<file path="src/rtl/mux_pkg.sv">
// Shared constants for the registered N-to-1 multiplexer.
`timescale 1ns/1ps

package mux_pkg;

  // Values of the Mode input.
  localparam logic MUX_MODE_SELECT = 1'b0;
  localparam logic MUX_MODE_SCAN   = 1'b1;

endpackage

</file>
<file path="src/rtl/rr_pick.sv">
// Rotate-priority search: returns the first set request at or above ptr_i,
// wrapping from N-1 back to 0. Purely combinational.
`timescale 1ns/1ps

module rr_pick #(
  parameter int unsigned N = 4,
  parameter int unsigned W = $clog2(N)
) (
  input  logic [N-1:0] req_i,
  input  logic [W-1:0] ptr_i,
  output logic         found_o,
  output logic [W-1:0] idx_o
);

  logic [2*N-1:0] req_dbl;
  logic [N-1:0]   req_rot;

  // Doubling the vector turns the wrap-around into a plain right shift.
  assign req_dbl = {req_i, req_i};
  assign req_rot = N'(req_dbl >> ptr_i);

  // Lowest set bit of the rotated vector, mapped back to a channel index.
  always_comb begin
    int unsigned pos;
    found_o = 1'b0;
    idx_o   = '0;
    pos     = 0;
    for (int unsigned k = 0; k < N; k++) begin
      if (!found_o && req_rot[k]) begin
        found_o = 1'b1;
        pos     = 32'(ptr_i) + k;
        if (pos >= N) pos = pos - N;
        idx_o   = W'(pos);
      end
    end
  end

endmodule

</file>
<file path="src/rtl/mux_nto1_reg.sv">
// Registered N-to-1 multiplexer with valid/ready output stage, dual-rail
// select checking and round-robin scan mode.
// Build option: define MUX_SEL_CHECK_EN to check Select against _Select and
// drive SelError; otherwise _Select is ignored and SelError stays 0.
`timescale 1ns/1ps

module mux_nto1_reg
  import mux_pkg::*;
#(
  parameter int unsigned WIDTH    = 1,
  parameter int unsigned CHANNELS = 4,
  localparam int unsigned SEL_W   = $clog2(CHANNELS)
) (
  input  logic                      Clock,
  input  logic                      Reset,
  input  logic [CHANNELS*WIDTH-1:0] In,
  input  logic [CHANNELS-1:0]       InValid,
  output logic [CHANNELS-1:0]       InReady,
  input  logic [SEL_W-1:0]          Select,
  input  logic [SEL_W-1:0]          _Select,
  input  logic                      Mode,
  output logic [WIDTH-1:0]          Out,
  output logic [SEL_W-1:0]          OutChannel,
  output logic                      OutValid,
  input  logic                      OutReady,
  output logic                      SelError
);

  localparam int unsigned PadW = 1 << SEL_W;

  logic [SEL_W-1:0] ptr_q, ptr_d;
  logic [WIDTH-1:0] out_q, out_d;
  logic [SEL_W-1:0] out_ch_q, out_ch_d;
  logic             out_valid_q, out_valid_d;
  logic             sel_err_q, sel_err_d;

  logic             sel_in_range;
  logic             sel_ok;
  logic [PadW-1:0]  valid_pad;
  logic             scan_found;
  logic [SEL_W-1:0] scan_idx;
  logic             cand_found;
  logic [SEL_W-1:0] chosen;
  logic [WIDTH-1:0] chosen_data;
  logic             load;

  assign sel_in_range = (32'(Select) < CHANNELS);

`ifdef MUX_SEL_CHECK_EN
  assign sel_ok = sel_in_range && (Select == ~_Select);
`else
  assign sel_ok = sel_in_range;
  logic unused_sel_n;
  assign unused_sel_n = ^_Select;
`endif

  // Padded so an out-of-range Select never indexes past the valid vector.
  assign valid_pad = PadW'(InValid);

  rr_pick #(
    .N (CHANNELS),
    .W (SEL_W)
  ) u_rr_pick (
    .req_i   (InValid),
    .ptr_i   (ptr_q),
    .found_o (scan_found),
    .idx_o   (scan_idx)
  );

  // Candidate channel for this cycle, from the scan search or external select.
  always_comb begin
    if (Mode == MUX_MODE_SCAN) begin
      cand_found = scan_found;
      chosen     = scan_idx;
    end else begin
      cand_found = sel_ok && valid_pad[Select];
      chosen     = Select;
    end
  end

  assign load        = cand_found && (!out_valid_q || OutReady);
  assign chosen_data = In[32'(chosen)*WIDTH +: WIDTH];

  // One-hot grant to the channel being loaded; silent while in reset.
  always_comb begin
    InReady = '0;
    if (load && !Reset) InReady = CHANNELS'(1) << chosen;
  end

  // Output register, scan pointer and select-fault next state.
  always_comb begin
    ptr_d       = ptr_q;
    out_d       = out_q;
    out_ch_d    = out_ch_q;
    out_valid_d = out_valid_q;
    if (load) begin
      out_d       = chosen_data;
      out_ch_d    = chosen;
      out_valid_d = 1'b1;
      if (Mode == MUX_MODE_SCAN) begin
        ptr_d = (32'(chosen) == CHANNELS - 1) ? '0 : chosen + SEL_W'(1);
      end
    end else if (OutReady) begin
      out_valid_d = 1'b0;
    end
`ifdef MUX_SEL_CHECK_EN
    sel_err_d = (Mode == MUX_MODE_SELECT) && !sel_ok;
`else
    sel_err_d = 1'b0;
`endif
  end

  // State registers, cleared asynchronously by Reset.
  always_ff @(posedge Clock or posedge Reset) begin
    if (Reset) begin
      ptr_q       <= '0;
      out_q       <= '0;
      out_ch_q    <= '0;
      out_valid_q <= 1'b0;
      sel_err_q   <= 1'b0;
    end else begin
      ptr_q       <= ptr_d;
      out_q       <= out_d;
      out_ch_q    <= out_ch_d;
      out_valid_q <= out_valid_d;
      sel_err_q   <= sel_err_d;
    end
  end

  assign Out        = out_q;
  assign OutChannel = out_ch_q;
  assign OutValid   = out_valid_q;
  assign SelError   = sel_err_q;

endmodule

</file>
<file path="config.mk">
export PLATFORM = sky130hd
export DESIGN_NAME = mux_nto1_reg
export DESIGN_NICKNAME = d
export VERILOG_FILES = /design/src/rtl/mux_pkg.sv /design/src/rtl/rr_pick.sv /design/src/rtl/mux_nto1_reg.sv
export SDC_FILE = /design/constraint.sdc
export NUM_CORES = 1
export LEC_CHECK = 0
export ABC_AREA = 1
export ABC_CLOCK_PERIOD_IN_PS = 2700
export CORE_MARGIN = 3
export CORE_UTILIZATION = 30
export CTS_CLUSTER_SIZE = 12
export DETAILED_ROUTE_END_ITERATION = 7
export GPL_TIMING_DRIVEN = 0
export REMOVE_ABC_BUFFERS = 1
export SYNTH_ARGS = -nofsm -noshare
export SYNTH_HDL_FRONTEND = slang
export SYNTH_HIERARCHICAL = 1
export SYNTH_SLANG_ARGS = --single-unit
</file>
<file path="constraint.sdc">
create_clock -name Clock -period 2.7 [get_ports Clock]
set_input_delay 0.405 -clock Clock [delete_from_list [all_inputs] [get_ports Clock]]
set_output_delay 0.405 -clock Clock [all_outputs]
set_load 0.01 [all_outputs]
</file>
==> impl_metrics.prom <==
# TYPE chip_impl_metric gauge
chip_impl_info{name="status",value="finished, final reports clean"} 1
chip_impl_info{name="timing.hold.worst.class",value="in2async"} 1
chip_impl_metric{name="final.setup.worst_slack",unit="ps"} 188.2
chip_impl_metric{name="whs",unit="ps"} 397.4
chip_impl_metric{name="total_power",unit="mW"} 1.139
chip_impl_info{name="crit_path_frequent_cell",value="sky130_fd_sc_hd__nand2_2"} 1
chip_impl_metric{name="drv_cap",unit=""} 0
chip_impl_metric{name="final.setup.tns",unit="ps"} 0
chip_impl_metric{name="cts_max_path_buffers",unit=""} 2
chip_impl_metric{name="period_minus_slack",unit="ps"} 2512
chip_impl_metric{name="syn_to_final_growth",unit="%"} 33.56
chip_impl_metric{name="ys_types",unit=""} 27
chip_impl_info{name="worst_setup_path_end_kind",value="output pin"} 1
chip_impl_metric{name="first_iter_violations",unit=""} 17
chip_impl_info{name="worstSetupPathType",value="reg2out"} 1
chip_impl_metric{name="critical_path_arrival",unit="ps"} 2110
chip_impl_metric{name="insertedDiodeCount",unit=""} 0
chip_impl_metric{name="finish.utilization",unit="%"} 43.12
chip_impl_metric{name="cts_made_buffers",unit=""} 3
chip_impl_metric{name="critical_path_required",unit="ps"} 2300
chip_impl_info{name="crit_path_max_delay_cell_type",value="sky130_fd_sc_hd__dfrtp_2"} 1
chip_impl_metric{name="crit_path_max_fanout",unit=""} 8
chip_impl_metric{name="row_count",unit=""} 19
chip_impl_info{name="synth_largest_area_cell",value="sky130_fd_sc_hd__dfrtp_1"} 1
chip_impl_metric{name="ctsHoldBuffers",unit=""} 0
chip_impl_metric{name="portBuffers",unit=""} 21
chip_impl_metric{name="post-route-drc-count",unit=""} 0
chip_impl_metric{name="pin_count",unit=""} 25
chip_impl_metric{name="initial_core_util",unit="%"} 32.29
chip_impl_metric{name="worstMarginPinSlew",unit="ps"} 507.9
chip_impl_metric{name="power_per_cell_area",unit="nW/um^2"} 933.6
chip_impl_metric{name="setup_violations",unit=""} 0
chip_impl_metric{name="clk_latency",unit="ps"} 240
chip_impl_metric{name="fillCellCount",unit=""} 285
chip_impl_metric{name="design.die.area",unit="um^2"} 3742
chip_impl_metric{name="clock.fmax",unit="MHz"} 398.1
chip_impl_metric{name="floorplan.core_area",unit="um^2"} 2829
chip_impl_metric{name="yosysSeqAreaShare",unit="%"} 16.44
chip_impl_metric{name="slew_headroom",unit="%"} 66.03
chip_impl_metric{name="postSynthCellCount",unit=""} 135
chip_impl_metric{name="die_x",unit="um"} 61.18
chip_impl_metric{name="drtAntennaViolNets",unit=""} 0
chip_impl_metric{name="clkTransAtPathRegs",unit="ps"} 50
chip_impl_metric{name="cts_sinks",unit=""} 6
chip_impl_metric{name="critical_path_buf_inv_count",unit=""} 4
chip_impl_info{name="critical_path.top_delay_family",value="simple AND/OR/NAND/NOR gates"} 1
chip_impl_metric{name="min_period_over_period",unit="%"} 93.03
chip_impl_metric{name="first_pass_iters",unit=""} 5
chip_impl_metric{name="fin_worst_skew",unit="ps"} 8.113
chip_impl_metric{name="syn-cell-area",unit="um^2"} 913.4
chip_impl_metric{name="gpl.final_weighted_congestion",unit=""} 0.8470
chip_impl_info{name="start_kind",value="register"} 1
chip_impl_metric{name="drive_gt1_share",unit="%"} 35.40
chip_impl_metric{name="routed_wl",unit="mm"} 1.860
chip_impl_metric{name="hpwlAfterDp",unit="mm"} 1.572
chip_impl_metric{name="synth.yosys.warnings",unit=""} 6
chip_impl_metric{name="syn-mean-instance-area",unit="um^2"} 6.766
chip_impl_metric{name="post_drt_via_cell_ratio",unit=""} 4.474
chip_impl_metric{name="power.static_leakage",unit="nW"} 0.6747
chip_impl_metric{name="fin_nets",unit=""} 183
chip_impl_info{name="cts_tree",value="done"} 1
chip_impl_metric{name="first_global_vias",unit=""} 772
chip_impl_metric{name="critPathMaxStageDelay",unit="ps"} 480
chip_impl_metric{name="final-hold-violation-count",unit=""} 0
chip_impl_info{name="worstPathCellList",value="inv_2 -> nand3_1 -> nand2_2 -> nor2_4 -> a21oi_2 -> nand3_2 -> nand2_2 -> nand2_4 -> buf_4 -> ha_1 -> inv_1 -> nor2_1 -> buf_2"} 1
chip_impl_metric{name="die-height",unit="um"} 61.18
chip_impl_metric{name="post_drt_wl_per_cell",unit="um"} 9.688
chip_impl_metric{name="grt_util_all_layers",unit="%"} 11.04
chip_impl_metric{name="power.ir.vdd_worst",unit="V"} 0.0002983
chip_impl_metric{name="via_count",unit=""} 859
chip_impl_metric{name="share_of_the_synthesized_area_in_the_top_cell_type",unit="%"} 16.44
chip_impl_metric{name="grt.overflow.total",unit=""} 0
chip_impl_metric{name="place_ws",unit="ps"} -517.3
chip_impl_metric{name="timing_max_transition_violations_final",unit=""} 0
chip_impl_metric{name="grt_start_max_net_pins",unit=""} 9
chip_impl_metric{name="grt_first_pass_wirelength",unit="mm"} 3.236
chip_impl_metric{name="grt_antenna_before_repair",unit=""} 0
chip_impl_metric{name="clock_tree.htree_level_count",unit=""} 1
chip_impl_info{name="root_buffer_cell",value="sky130_fd_sc_hd__clkbuf_4"} 1
chip_impl_info{name="post_synth_main_area_contributors",value="sky130_fd_sc_hd__dfrtp_1 (16%), sky130_fd_sc_hd__nand2_1 (14%), sky130_fd_sc_hd__inv_1 (9.9%), sky130_fd_sc_hd__nand2_4 (9.9%), sky130_fd_sc_hd__nand3_1 (6.0%)"} 1
chip_impl_metric{name="synth-seq-cells",unit=""} 6
chip_impl_info{name="rsz0062_at_grt",value="no"} 1
[layer usage]
layer	track usage, %	share of wire (%)	vias to the layer above
met2	19.64	53	12
met5	0	0	-
met3	0.6289	2.4	2
met4	2.786	0.54	0
li1	-	-	467
met1	14.45	44	378
[worst paths after layout]
kind                               start             to  slack, ps  depth (start not counted)
max                             ptr_q[1]     InReady[1]        190                         13
max reg2reg                     ptr_q[0]       ptr_q[1]        590                         13
max in group asynchronous          Reset       ptr_q[0]       2060                          2
min in group Clock         OutChannel[0]  OutChannel[0]        470                          2
min reg2reg                OutChannel[0]  OutChannel[0]        470                          2
min                                Reset       OutValid        400                          2
[timing repair]
| item | 4_1_cts | 5_1_grt |
|---|---|---|
| pin swaps | 2 | 10 |
| gates resized for setup | 26 | 9 |
| buffers inserted | 3 | 3 |
| endpoints found under the setup margin | 4 | 4 |
[worst reg2reg max path, stage by stage, from the launching register on]
cell	delay (ps)
sky130_fd_sc_hd__dfrtp_2	510
sky130_fd_sc_hd__inv_8	80
sky130_fd_sc_hd__nand2_4	70
sky130_fd_sc_hd__nand2_2	50
sky130_fd_sc_hd__nand2_2	50
sky130_fd_sc_hd__nand2_2	60
sky130_fd_sc_hd__nor2_4	130
sky130_fd_sc_hd__nand4_1	120
sky130_fd_sc_hd__nand3_2	110
sky130_fd_sc_hd__nand2_2	90
sky130_fd_sc_hd__nand2_4	120
sky130_fd_sc_hd__inv_1	60
sky130_fd_sc_hd__ha_1	280
sky130_fd_sc_hd__mux2_2	260
[registers in the layout (all words and copies together) (netlist names)]
| signal | count |
|---|---|
| Out | 1 |
| OutChannel | 2 |
| OutValid | 1 |
| ptr_q | 2 |
[through the flow]
step	cells	cell area (um^2)
after floorplan	131	875.8
after global placement	183	1125
final	192	1220
after detailed placement	183	1125
after global routing	192	1220
after CTS	189	1171
[layout by cell type, fill, tap and decap left out, types with 2 or more instances in the layout]
master,netlist,routed
sky130_fd_sc_hd__nand3_2,4,4
sky130_fd_sc_hd__nor2_1,6,6
sky130_fd_sc_hd__inv_2,3,4
sky130_fd_sc_hd__buf_4,2,6
sky130_fd_sc_hd__nand2_1,35,30
sky130_fd_sc_hd__nand2_2,8,12
sky130_fd_sc_hd__nand3_4,1,2
sky130_fd_sc_hd__nor2_4,1,3
sky130_fd_sc_hd__clkdlybuf4s50_1,0,13
sky130_fd_sc_hd__inv_1,24,23
sky130_fd_sc_hd__nand3_1,11,10
sky130_fd_sc_hd__dfrtp_2,0,2
sky130_fd_sc_hd__ha_1,4,3
sky130_fd_sc_hd__clkbuf_4,0,3
sky130_fd_sc_hd__dlygate4sd2_1,0,3
sky130_fd_sc_hd__dfrtp_1,6,4
sky130_fd_sc_hd__nand4_1,6,6
sky130_fd_sc_hd__buf_2,0,4
sky130_fd_sc_hd__nand2_4,8,9
[final cells by class]
class / instances / area, um^2 / area share [%]
clock buffers: 3 / 22.52 / 1.846
inverters: 29 / 121.4 / 9.949
repair buffers: 27 / 234.0 / 19.18
flip-flops and latches: 6 / 152.6 / 12.51
well taps: 31 / 38.79 / 3.179
multi-input cells: 96 / 650.6 / 53.33
[synthesized netlist by cell type]
master and n:
sky130_fd_sc_hd__nand2_1 35, sky130_fd_sc_hd__nand2_2 8, sky130_fd_sc_hd__ha_1 4, sky130_fd_sc_hd__buf_4 2
sky130_fd_sc_hd__or2_4 1, sky130_fd_sc_hd__nor2_1 6, sky130_fd_sc_hd__mux2_2 1, sky130_fd_sc_hd__nand3_1 11
sky130_fd_sc_hd__a21oi_1 2, sky130_fd_sc_hd__nor2_2 2, sky130_fd_sc_hd__nand3_2 4, sky130_fd_sc_hd__nand2_4 8
sky130_fd_sc_hd__inv_1 24, sky130_fd_sc_hd__dfrtp_1 6, sky130_fd_sc_hd__inv_8 1, sky130_fd_sc_hd__nand3_4 1
sky130_fd_sc_hd__xnor2_1 1, sky130_fd_sc_hd__conb_1 1, sky130_fd_sc_hd__inv_6 1, sky130_fd_sc_hd__o31ai_1 1
sky130_fd_sc_hd__o21ai_4 1, sky130_fd_sc_hd__nand3b_1 1, sky130_fd_sc_hd__nor2_4 1, sky130_fd_sc_hd__inv_2 3
sky130_fd_sc_hd__nand4_1 6, sky130_fd_sc_hd__buf_6 2, sky130_fd_sc_hd__nand4_2 1
[where the power goes]
part,internal (mW),total [mW],switching [mW]
combinational,0.377,0.855,0.478
sequential,0.133,0.203,0.0693
clock,0.0502,0.0814,0.0312
[kinds of logic after synthesis]
logic type	synth area share [%]
flip-flops	16.44
AO/OA/AOI/OAI	3.699
XOR/XNOR	0.9591
multiplexers	1.233
AND/OR/NAND/NOR	54.39
other	0.4106
buffers and inverters	17.40
adder cells (fa/ha/maj)	5.480
Note: power is estimated with default switching activity, not from simulation.
